--- src/rtl/digital_clk_pkg.sv ---
// Shared constants and helpers for the time-of-day clock.
// Field limits/widths and the 24h -> 12h display mapping.
package digital_clk_pkg;

    localparam int SEC_MAX  = 59;
    localparam int MIN_MAX  = 59;
    localparam int HOUR_MAX = 23;
    localparam int SEC_W    = 6;
    localparam int MIN_W    = 6;
    localparam int HOUR_W   = 5;

    // Returns {pm, hour12}: 0 -> 12 AM, 13..23 -> 1..11 PM.
    function automatic logic [HOUR_W:0] to_12h(
        input logic [HOUR_W-1:0] hour
    );
        logic              pm;
        logic [HOUR_W-1:0] h12;
        pm = (hour >= 5'd12);
        if (hour == '0)
            h12 = 5'd12;
        else if (hour > 5'd12)
            h12 = hour - 5'd12;
        else
            h12 = hour;
        return {pm, h12};
    endfunction

endpackage

--- src/rtl/mod_counter.sv ---
// Modulo-(MAX+1) counter with synchronous load, used for each time field.
// Ports: clk_i, reset_i (sync, active high), inc_i, load_i, load_val_i,
//   q_o (count), wrap_o (inc_i while at MAX; carry into next field).
module mod_counter
    import digital_clk_pkg::*;
#(
    parameter int W   = 6,
    parameter int MAX = 59
) (
    input  logic         clk_i,
    input  logic         reset_i,
    input  logic         inc_i,
    input  logic         load_i,
    input  logic [W-1:0] load_val_i,
    output logic [W-1:0] q_o,
    output logic         wrap_o
);

    localparam logic [W-1:0] MAX_V = W'(MAX);

    always_ff @(posedge clk_i) begin
        if (reset_i)
            q_o <= '0;
        else if (load_i)
            q_o <= load_val_i;
        else if (inc_i)
            q_o <= (q_o == MAX_V) ? '0 : q_o + 1'b1;
    end

    // Combinational so the whole carry chain settles in one cycle.
    assign wrap_o = inc_i & (q_o == MAX_V);

endmodule

--- src/rtl/digital_clk_param.sv ---
// Parametrised time-of-day clock: prescaler, ms/sec/min/hour chain,
// time-set load, 12/24h display and a one-cycle second strobe.
// Ports: clk_i, reset_i (sync, active high); Timeset/Hourset/Minset/
//   Secset load the time; mode12_i selects 12h display; outputs
//   ms_o, sec_o, min_o, hour_o, pm_o, sec_tick_o.
// Macro ALARM_CLK_EN adds the alarm (alarm_set_i, alarm_hour_i,
//   alarm_min_i, alarm_arm_i, alarm_ack_i, alarm_o).
module digital_clk_param
    import digital_clk_pkg::*;
#(
    parameter int CLK_PER_MS = 1,
    parameter int MS_PER_SEC = 1000,
    parameter int MS_W       = 10
) (
    input  logic              clk_i,
    input  logic              reset_i,
    input  logic              Timeset,
    input  logic [HOUR_W-1:0] Hourset,
    input  logic [MIN_W-1:0]  Minset,
    input  logic [SEC_W-1:0]  Secset,
    input  logic              mode12_i,
`ifdef ALARM_CLK_EN
    input  logic              alarm_set_i,
    input  logic [HOUR_W-1:0] alarm_hour_i,
    input  logic [MIN_W-1:0]  alarm_min_i,
    input  logic              alarm_arm_i,
    input  logic              alarm_ack_i,
    output logic              alarm_o,
`endif
    output logic [MS_W-1:0]   ms_o,
    output logic [SEC_W-1:0]  sec_o,
    output logic [MIN_W-1:0]  min_o,
    output logic [HOUR_W-1:0] hour_o,
    output logic              pm_o,
    output logic              sec_tick_o
);

    localparam int PRE_W =
        (CLK_PER_MS > 1) ? $clog2(CLK_PER_MS) : 1;
    localparam logic [PRE_W-1:0] PRE_MAX =
        PRE_W'(CLK_PER_MS - 1);

    logic [PRE_W-1:0]  pre;
    logic              ms_tick;
    logic              ms_wrap;
    logic              sec_wrap;
    logic              min_wrap;
    logic              day_wrap_unused;
    logic [HOUR_W-1:0] hour;
    logic [HOUR_W-1:0] hour_ld;
    logic [MIN_W-1:0]  min_ld;
    logic [SEC_W-1:0]  sec_ld;
    logic [HOUR_W:0]   disp12;

    // Out-of-range set fields load zero independently.
    assign hour_ld = (Hourset > HOUR_W'(HOUR_MAX)) ? '0 : Hourset;
    assign min_ld  = (Minset > MIN_W'(MIN_MAX)) ? '0 : Minset;
    assign sec_ld  = (Secset > SEC_W'(SEC_MAX)) ? '0 : Secset;

    // Prescaler restarts on load so the first ms step lands
    // exactly CLK_PER_MS cycles after Timeset falls.
    always_ff @(posedge clk_i) begin
        if (reset_i || Timeset)
            pre <= '0;
        else if (pre == PRE_MAX)
            pre <= '0;
        else
            pre <= pre + 1'b1;
    end

    assign ms_tick = ~Timeset & (pre == PRE_MAX);

    mod_counter #(.W(MS_W), .MAX(MS_PER_SEC - 1)) u_ms (
        .clk_i      (clk_i),
        .reset_i    (reset_i),
        .inc_i      (ms_tick),
        .load_i     (Timeset),
        .load_val_i ('0),
        .q_o        (ms_o),
        .wrap_o     (ms_wrap)
    );

    mod_counter #(.W(SEC_W), .MAX(SEC_MAX)) u_sec (
        .clk_i      (clk_i),
        .reset_i    (reset_i),
        .inc_i      (ms_wrap),
        .load_i     (Timeset),
        .load_val_i (sec_ld),
        .q_o        (sec_o),
        .wrap_o     (sec_wrap)
    );

    mod_counter #(.W(MIN_W), .MAX(MIN_MAX)) u_min (
        .clk_i      (clk_i),
        .reset_i    (reset_i),
        .inc_i      (sec_wrap),
        .load_i     (Timeset),
        .load_val_i (min_ld),
        .q_o        (min_o),
        .wrap_o     (min_wrap)
    );

    mod_counter #(.W(HOUR_W), .MAX(HOUR_MAX)) u_hour (
        .clk_i      (clk_i),
        .reset_i    (reset_i),
        .inc_i      (min_wrap),
        .load_i     (Timeset),
        .load_val_i (hour_ld),
        .q_o        (hour),
        .wrap_o     (day_wrap_unused)
    );

    // Registered alongside the sec counter, so the strobe and
    // the new second value appear on the same cycle.
    always_ff @(posedge clk_i) begin
        if (reset_i || Timeset)
            sec_tick_o <= 1'b0;
        else
            sec_tick_o <= ms_wrap;
    end

    assign disp12 = to_12h(hour);
    assign hour_o = mode12_i ? disp12[HOUR_W-1:0] : hour;
    assign pm_o   = disp12[HOUR_W];

`ifdef ALARM_CLK_EN
    logic [HOUR_W-1:0] al_hour;
    logic [MIN_W-1:0]  al_min;
    logic [HOUR_W-1:0] next_hour;
    logic [MIN_W-1:0]  next_min;
    logic              alarm_hit;

    // sec_wrap means the next state is hh:mm:00.000; compare
    // against the hh:mm being rolled into.
    assign next_min = min_wrap ? '0 :
                      sec_wrap ? min_o + 1'b1 : min_o;
    assign next_hour =
        !min_wrap                      ? hour :
        (hour == HOUR_W'(HOUR_MAX))    ? '0   :
                                         hour + 1'b1;
    assign alarm_hit = alarm_arm_i & sec_wrap &
                       (next_hour == al_hour) &
                       (next_min == al_min);

    always_ff @(posedge clk_i) begin
        if (reset_i) begin
            al_hour <= '0;
            al_min  <= '0;
            alarm_o <= 1'b0;
        end else begin
            if (alarm_set_i) begin
                al_hour <= (alarm_hour_i > HOUR_W'(HOUR_MAX)) ?
                           '0 : alarm_hour_i;
                al_min  <= (alarm_min_i > MIN_W'(MIN_MAX)) ?
                           '0 : alarm_min_i;
            end
            // A new match wins over a coincident acknowledge.
            if (alarm_hit)
                alarm_o <= 1'b1;
            else if (alarm_ack_i)
                alarm_o <= 1'b0;
        end
    end
`endif

endmodule

--- config.mk ---
export PLATFORM = sky130hd
export DESIGN_NAME = digital_clk_param
export DESIGN_NICKNAME = d
export VERILOG_FILES = /design/src/rtl/digital_clk_pkg.sv /design/src/rtl/mod_counter.sv /design/src/rtl/digital_clk_param.sv
export SDC_FILE = /design/constraint.sdc
export NUM_CORES = 1
export LEC_CHECK = 0
export BUFFER_PORTS_ARGS = -buffer_cell sky130_fd_sc_hd__buf_4
export CELL_PAD_IN_SITES_DETAIL_PLACEMENT = 1
export CELL_PAD_IN_SITES_GLOBAL_PLACEMENT = 1
export CORE_ASPECT_RATIO = 1.75
export CORE_UTILIZATION = 35
export DETAILED_ROUTE_END_ITERATION = 12
export PLACE_DENSITY_LB_ADDON = 0.1
export REMOVE_ABC_BUFFERS = 1
export SYNTH_ARGS = -nofsm -noshare
export SYNTH_HDL_FRONTEND = slang
export SYNTH_HIERARCHICAL = 1
export SYNTH_SLANG_ARGS = --single-unit
--- constraint.sdc ---
create_clock -name clk_i -period 2.6 [get_ports clk_i]
set_input_delay 0.26 -clock clk_i [delete_from_list [all_inputs] [get_ports clk_i]]
set_output_delay 0.26 -clock clk_i [all_outputs]
set_load 0.005 [all_outputs]
# Word-level counts from Yosys, hierarchy flattened

Cells that the tools add are included.

Input port bits: 21
Bits in registers: 29
Output and inout port bits: 29
Logic and storage cells: 50

Reductions and logical operators: 7
Add/sub/neg operators: 6
Muxes and demuxes: 16
Bitwise logic cells: 6
Magnitude comparators: 5
Equality and inequality tests: 4

Operator list:

| cell                    | number |
|---|---|
| $mux W6                 | 8 |
| $mux W5                 | 7 |
| $add A6 B1 Y6 const B   | 2 |
| $eq A6 B6 Y1 const B    | 2 |
| $gt A6 B6 Y1 const B    | 2 |
| $add A10 B1 Y10 const B | 1 |
| $eq A10 B10 Y1 const B  | 1 |
| $mux W10                | 1 |
| $reduce_bool A2 Y1      | 3 |
| $add A5 B1 Y5 const B   | 1 |
| $eq A5 B5 Y1 const B    | 1 |
| $ge A5 B4 Y1 const B    | 1 |
| $gt A5 B4 Y1 const B    | 1 |
| $gt A5 B5 Y1 const B    | 1 |
| $logic_not A5 Y1        | 1 |
| $sub A5 B4 Y5 const B   | 1 |
| $and A1 B1 Y1           | 4 |
| $reduce_or A2 Y1        | 2 |
| $not A1 Y1              | 2 |
| $add A1 B1 Y1 const B   | 1 |
| $logic_or A1 B1 Y1      | 1 |

# Logic depth before layout (Yosys ltp)

Gate-level depths: netlist of the first run.

Depth in word-level cells: 7
Depth in mapped cells: 13
Depth with buffers taken out: 11

# Hierarchy

Netlist of the first run, hierarchy kept.

By module, submodules not included:

| module                  | area an instance (µm²) | cells each | times used | sequential area each (µm²) |
|---|---|---|---|---|
| mod_counter (u_min ...) | 385.4                  | 46         | 2          | 120.1 |
| mod_counter (u_ms)      | 629.4                  | 78         | 1          | 200.2 |
| digital_clk_param       | 332.8                  | 47         | 1          | 40.0 |
| mod_counter (u_hour)    | 279.0                  | 34         | 1          | 100.1 |

# Least setup slack after synthesis of the first run

Ideal clock, no wire load.

Path type: reg-to-reg
Start point: register u_ms.q_o[0]
End point: register u_hour.q_o[1]
Setup time: 116 ps
Required time: 2484 ps
Path buffers: 2
Period minus slack after synthesis: 2787 ps
Slack: -187 ps
Stages on the path, launching flop included: 14
Data arrival time: 2672 ps
Cells stage by stage: dfxtp_1 > ha_1 > and4_2 > nand3_1 > nor2_1 > buf_6 > nand2_2 > nor3_1 > buf_6 > nand2_2 > nor3_1 > mux2_2 > nand2_1 > a21oi_1

Word-level cells in the longest chain between the ends: 5

RTL lines:

| what                                | RTL line                | source |
|---|---|---|
| start: declaration                  | mod_counter.sv:15       | `output logic [W-1:0] q_o,` |
| start signal: assignment            | mod_counter.sv:25       | `q_o <= load_val_i;` |
| start signal: assignment            | mod_counter.sv:27       | `q_o <= (q_o == MAX_V) ? '0 : q_o + 1'b1;` |
| $eq A10 B10 Y1                      | mod_counter.sv:31       | `assign wrap_o = inc_i & (q_o == MAX_V);` |
| $and A1 B1 Y1                       | mod_counter.sv:31       |  |
| named net ms_wrap                   | digital_clk_param.sv:45 | `logic ms_wrap;` |
| $and A1 B1 Y1                       | mod_counter.sv:31       |  |
| named net sec_wrap                  | digital_clk_param.sv:46 | `logic sec_wrap;` |
| $and A1 B1 Y1                       | mod_counter.sv:31       |  |
| named net min_wrap                  | digital_clk_param.sv:47 | `logic min_wrap;` |
| $reduce_bool A2 Y1 (no source line) | -                       |  |
| end signal: assignment              | mod_counter.sv:25       |  |
| end signal: assignment              | mod_counter.sv:27       |  |
| end: declaration                    | mod_counter.sv:15       |  |

The timed path passes the listed nets, and every way through them passes these cells.
A chain may end at the register's enable or synchronous reset.

# Worst setup path in the final report of the first run

Start point: register u_ms.q_o[1]
End point: register u_hour.q_o[1]

Same word-level chain as after synthesis.

==> results_dict.tcl, run 1 <==
set metrics [dict create \
    status "finished clean" \
    syn-instance-count 250 \
    clkSinkCount 29 \
    finalCriticalPeriod_ns 2.29 \
    grt_use_total 0.191 \
    antenna_found_initial 0 \
    critPathRequiredTime_ns 2.75 \
    timing.fmax_mhz 437 \
    num_rows 36 \
    cts_max_level 2 \
    setup_viol 0 \
    min_path_type "primary input to flip-flop" \
    path_clk_slew_ns 0.07 \
    slew_violations 0 \
    grt_pass1_vias 1949 \
    syn_area_um2 2010 \
    whs_path_depth 4 \
    fin_cells 391 \
    rrSetupSlack_ns 0.31 \
    drc 0 \
    syn_area_per_cell_um2 8.03 \
    area_delta_synth_final_pct 30.0 \
    final_cell_area_um2 2610 \
    firstDrtPassIters 4 \
    path_class "flip-flop to flip-flop" \
    antenna_cells 0 \
    max-clock-path-buffers 2 \
    drv_cap 0 \
    postRouteAntennaNets 0 \
    drive_gt1_frac 0.260 \
    die_area_um2 6060 \
    timing.clock.skew_ns 0.00567 \
    fp.dieW_um 59.3 \
    worst_pin_slew_ns 0.573 \
    vias 2056 \
    cp_max_fo 7 \
    rsz0062_at_grt "no" \
    via_per_inst 5.26 \
    leakage_nw 1.01 \
    critPathLaunchType "flip-flop" \
    timing.final.crit_share 0.879 \
    end_kind "flip-flop" \
    root_buffer "clkbuf_8" \
    placed_cells 384 \
    ioPinCount 50 \
    worstReg2RegStart "u_ms/q_o[1]$_SDFFE_PP0P_" \
    setup_slack_ns 0.314 \
    clock_latency_ns 0.27 \
    grt_pass1_wl_mm 8.76 \
    detailedRoute.firstIterationViolations 27 \
    dpl_worst_slack_ns 0.176 \
    coreArea_um2 5540 \
    grt_overflow 0 \
    hold_violations 0 \
    vdd_ir_drop_max_mv 0.256 \
    max_slew_margin 0.618 \
    post_drt_wl_per_cell_um 13.9 \
    worstHoldStart "Hourset[3]" \
    die_h_um 102 \
    cts_made_buffers 5 \
    yosysWarningCount 6 \
    post_cts_buffers 0 \
    gp_congestion 0.808 \
    cts_tree "yes" \
    holdPathEnd "u_hour/q_o[4]$_SDFFE_PP0P_" \
    portBuffers 49 \
    pwr_density_cell_nw_per_um2 423 \
    drt_wl_total_mm 5.44 \
    r2r_cells 12 \
    post_cts_resized 0 \
    grt_start_max_net_pins 59 \
    ctsHoldBuffers 0 \
    nets 342 \
    regToRegEndpoint "u_hour/q_o[1]$_SDFFE_PP0P_" \
    critPathArrivalTime_ns 2.43 \
    dp_hpwl_mm 4.14 \
    place_area_um2 2520 \
    start_util 0.362 \
]
## metrics by stage
stage                     setup TNS [ns]   util  power [mW]  hold WS (ns)
after floorplan                    -3.37      -       0.616         0.322
after global placement                 0  0.455       0.740         0.576
after detailed placement               0  0.455       0.742         0.581
after CTS                              0  0.470        1.12         0.292
after global routing                   0  0.471        1.17         0.321
final                                  0  0.471        1.11         0.297
## flip-flops by register name (all words and copies together) (netlist names)
name / count
u_sec/q_o: 6
u_ms/q_o: 10
u_hour/q_o: 5
pre: 1
sec_tick_o: 1
u_min/q_o: 6
## metal layers
layer | routed length, µm | vias up | track usage
met1 | 2040 | 981 | 0.180
li1 | - | 1029 | -
met4 | 142 | 0 | 0.0788
met2 | 3130 | 34 | 0.385
met5 | 0 | - | 0
met3 | 117 | 12 | 0.0304
## where the power goes
group / switching [mW] / internal (mW)
clock: 0.167 / 0.210
combinational: 0.0989 / 0.118
sequential: 0.0405 / 0.472
total: 0.306 / 0.799
## worst max path at each step
| stage | slack, ns | endpoint | cells past startpoint | start |
|---|---|---|---|---|
| after floorplan | -0.63 | u_hour/q_o[1]$_SDFFE_PP0P_ | 11 | u_ms/q_o[0]$_SDFFE_PP0P_ |
| after global placement | 0.23 | u_hour/q_o[1]$_SDFFE_PP0P_ | 12 | u_ms/q_o[0]$_SDFFE_PP0P_ |
| after detailed placement | 0.18 | u_hour/q_o[1]$_SDFFE_PP0P_ | 12 | u_ms/q_o[0]$_SDFFE_PP0P_ |
| after CTS | 0.16 | u_hour/q_o[4]$_SDFFE_PP0P_ | 12 | u_ms/q_o[0]$_SDFFE_PP0P_ |
| after global routing | 0.01 | u_hour/q_o[4]$_SDFFE_PP0P_ | 12 | u_ms/q_o[1]$_SDFFE_PP0P_ |
| final | 0.31 | u_hour/q_o[1]$_SDFFE_PP0P_ | 12 | u_ms/q_o[1]$_SDFFE_PP0P_ |
## cell usage in the layout, fill, tap and decap left out, types with 3 or more instances in the layout
master	count
nand3_1	11
ha_1	6
nand4b_1	5
nor3b_1	12
xnor2_1	9
nand3b_1	5
mux2i_1	5
a221oi_1	4
a21oi_1	23
inv_1	13
nor3_1	4
o22ai_1	5
buf_4	58
conb_1	11
and2_1	15
o21ai_0	4
nand2_1	19
dfxtp_1	28
clkbuf_8	6
nor4_1	3
nand4_1	5
a211oi_1	4
nor2_1	17
nor2b_1	3
## cell type report
class	count	area, µm²
fill	718	2930
multi-input combinational	207	1360
sequential	29	582
timing repair buffer	58	435
tap	76	95.1
clock buffer	7	86.3
inverter	14	52.6
## critical path, stage by stage (launching register included)
cell	delay [ns]
dfxtp_1	0.38
ha_1	0.19
and4_2	0.25
nand3_1	0.08
nor2_1	0.16
nand2_2	0.09
nor3_2	0.16
nand2_2	0.08
nor3_1	0.13
buf_4	0.17
mux2_2	0.33
nand2_1	0.06
a21oi_1	0.06
Power figures use the tool's default switching activity.
==> run 2, diff against run 1 <==
--- a/config.mk
+++ b/config.mk
@@ -12,7 +12,6 @@
 export CORE_UTILIZATION = 35
 export DETAILED_ROUTE_END_ITERATION = 12
 export PLACE_DENSITY_LB_ADDON = 0.1
-export REMOVE_ABC_BUFFERS = 1
 export SYNTH_ARGS = -nofsm -noshare
 export SYNTH_HDL_FRONTEND = slang
 export SYNTH_HIERARCHICAL = 1
==> results_dict.tcl, run 2 (same netlist as run 1, synthesis figures left out) <==
set metrics [dict create \
    drive_gt1_frac 0.272 \
    multi_input_comb_area_um2 1370 \
    ctsHoldBuffers 0 \
    largest_reg_flops 10 \
    critPathArrivalTime_ns 2.52 \
    rsz0062_at_grt "no" \
    ioPinCount 50 \
    p_sw_frac 0.290 \
    grt_pass1_vias 2042 \
    grt_overflow 0 \
    max-clock-path-buffers 2 \
    via_per_inst 5.26 \
    vdd_ir_drop_max_mv 0.249 \
    portBuffers 49 \
    die_area_um2 6060 \
    post_drt_wl_per_cell_um 14.7 \
    final_common_cell "buf_4" \
    final_cell_area_um2 2640 \
    intPower_uw 830 \
    grt_pass1_wl_mm 8.92 \
    leakage_nw 1.02 \
    hold_violations 0 \
    cp_common_cell "nand2_2" \
    setup_slack_ns 0.241 \
    fin_cells 392 \
    grt_start_max_net_pins 59 \
    top_regs "u_ms/q_o x10, u_min/q_o x6, u_sec/q_o x6" \
    clock_latency_ns 0.29 \
    pwr-share-seq 0.438 \
    timing.fmax_mhz 424 \
    vias 2063 \
    gp_congestion 0.776 \
    p_comb_frac 0.189 \
    post_cts_resized 0 \
    drv_cap 0 \
    firstDrtPassIters 4 \
    status "finished clean" \
    num-fill-cells 720 \
    tns_ns 0 \
    clkPwrFrac 0.372 \
    p_switching_uw 339 \
    cpMaxStageDelayCell "dfxtp_1" \
    dp_hpwl_mm 4.29 \
    critPathRequiredTime_ns 2.76 \
    cts_made_buffers 5 \
    final_cell_mix "buf_4, dfxtp_1, a21oi_1" \
    slowest_delay_ns 0.38 \
    post_cts_buffers 0 \
    utilization 0.477 \
    nets 342 \
    path_clk_slew_ns 0.07 \
    root_buffer "clkbuf_8" \
    finalCriticalPeriod_ns 2.36 \
    antenna_cells 0 \
    cp_max_fo 7 \
    antenna_found_initial 0 \
    critPathLaunchType "flip-flop" \
    placed_cells 384 \
    drt_wl_total_mm 5.77 \
    worst_pin_slew_ns 0.560 \
    timing.final.crit_share 0.907 \
    path_class "flip-flop to flip-flop" \
    detailedRoute.firstIterationViolations 31 \
    min_path_type "primary input to flip-flop" \
    timing.clock.skew_ns 0.00727 \
    slew_violations 0 \
    cts_max_level 2 \
    end_kind "flip-flop" \
    area_delta_synth_final_pct 31.5 \
    num_rows 36 \
    largest-register "u_ms/q_o" \
    drc 0 \
    setup_viol 0 \
    coreArea_um2 5540 \
    postRouteAntennaNets 0 \
    fp.dieW_um 59.3 \
    crit_chain "ha_1, and4_2, nand3_1, nor2_2, nand2_2, nor3_2, nand2_2, nor3_4, mux2_2, nand2_1, a21oi_1" \
    clkSinkCount 29 \
    start_util 0.362 \
    die_h_um 102 \
    dpl_worst_slack_ns 0.0942 \
    seqCellArea_um2 582 \
    cts_tree "yes" \
    max_slew_margin 0.626 \
    pwr_density_cell_nw_per_um2 443 \
    place_area_um2 2530 \
    grt_use_total 0.195 \
]
run 2: layout make-up:
cell class,count,share of cell area
tap,76,0.0360
clock inverter,1,0.00190
timing repair buffer,58,0.165
sequential,29,0.220
multi-input combinational,207,0.520
clock buffer,7,0.0365
inverter,14,0.0199
run 2: power by group through the flow:
stage | Sequential (mW) | Clock [mW] | Combinational, mW
floorplan | 0.517 | 0 | 0.110
global placement | 0.522 | 0 | 0.220
detailed placement | 0.522 | 0 | 0.223
CTS | 0.512 | 0.444 | 0.224
global route | 0.517 | 0.460 | 0.245
finish | 0.512 | 0.435 | 0.221
run 2: final timing paths:
kind / start / endpoint / slack, ns / depth (start not counted)
min: Secset[1] / u_sec/q_o[1]$_SDFFE_PP0P_ / 0.31 / 4
min reg2reg: u_ms/q_o[0]$_SDFFE_PP0P_ / u_ms/q_o[0]$_SDFFE_PP0P_ / 0.58 / 2
max reg2reg: u_ms/q_o[1]$_SDFFE_PP0P_ / u_hour/q_o[1]$_SDFFE_PP0P_ / 0.24 / 11
max: u_ms/q_o[1]$_SDFFE_PP0P_ / u_hour/q_o[1]$_SDFFE_PP0P_ / 0.24 / 11
run 2: per-layer routing:
| metal | global-route usage | routed length, µm |
|---|---|---|
| met3 | 0.0266 | 121 |
| met5 | 0 | 0 |
| met4 | 0.0879 | 95 |
| met1 | 0.184 | 2240 |
| met2 | 0.390 | 3320 |
run 2: through the flow:
stage	power [mW]	hold slack (ns)
3_3_place_gp	0.742	0.591
6_report	1.17	0.306
4_1_cts	1.18	0.307
2_1_floorplan	0.628	0.329
5_1_grt	1.22	0.325
3_5_place_dp	0.746	0.591
run 2: critical path, delay by kind of cell, from the launching register on:
family          cells  cell delay [ns]
simple gates        8             1.23
compound gates      1             0.06
fa+ha+maj           1             0.18
flops               1             0.38
mux                 1             0.37
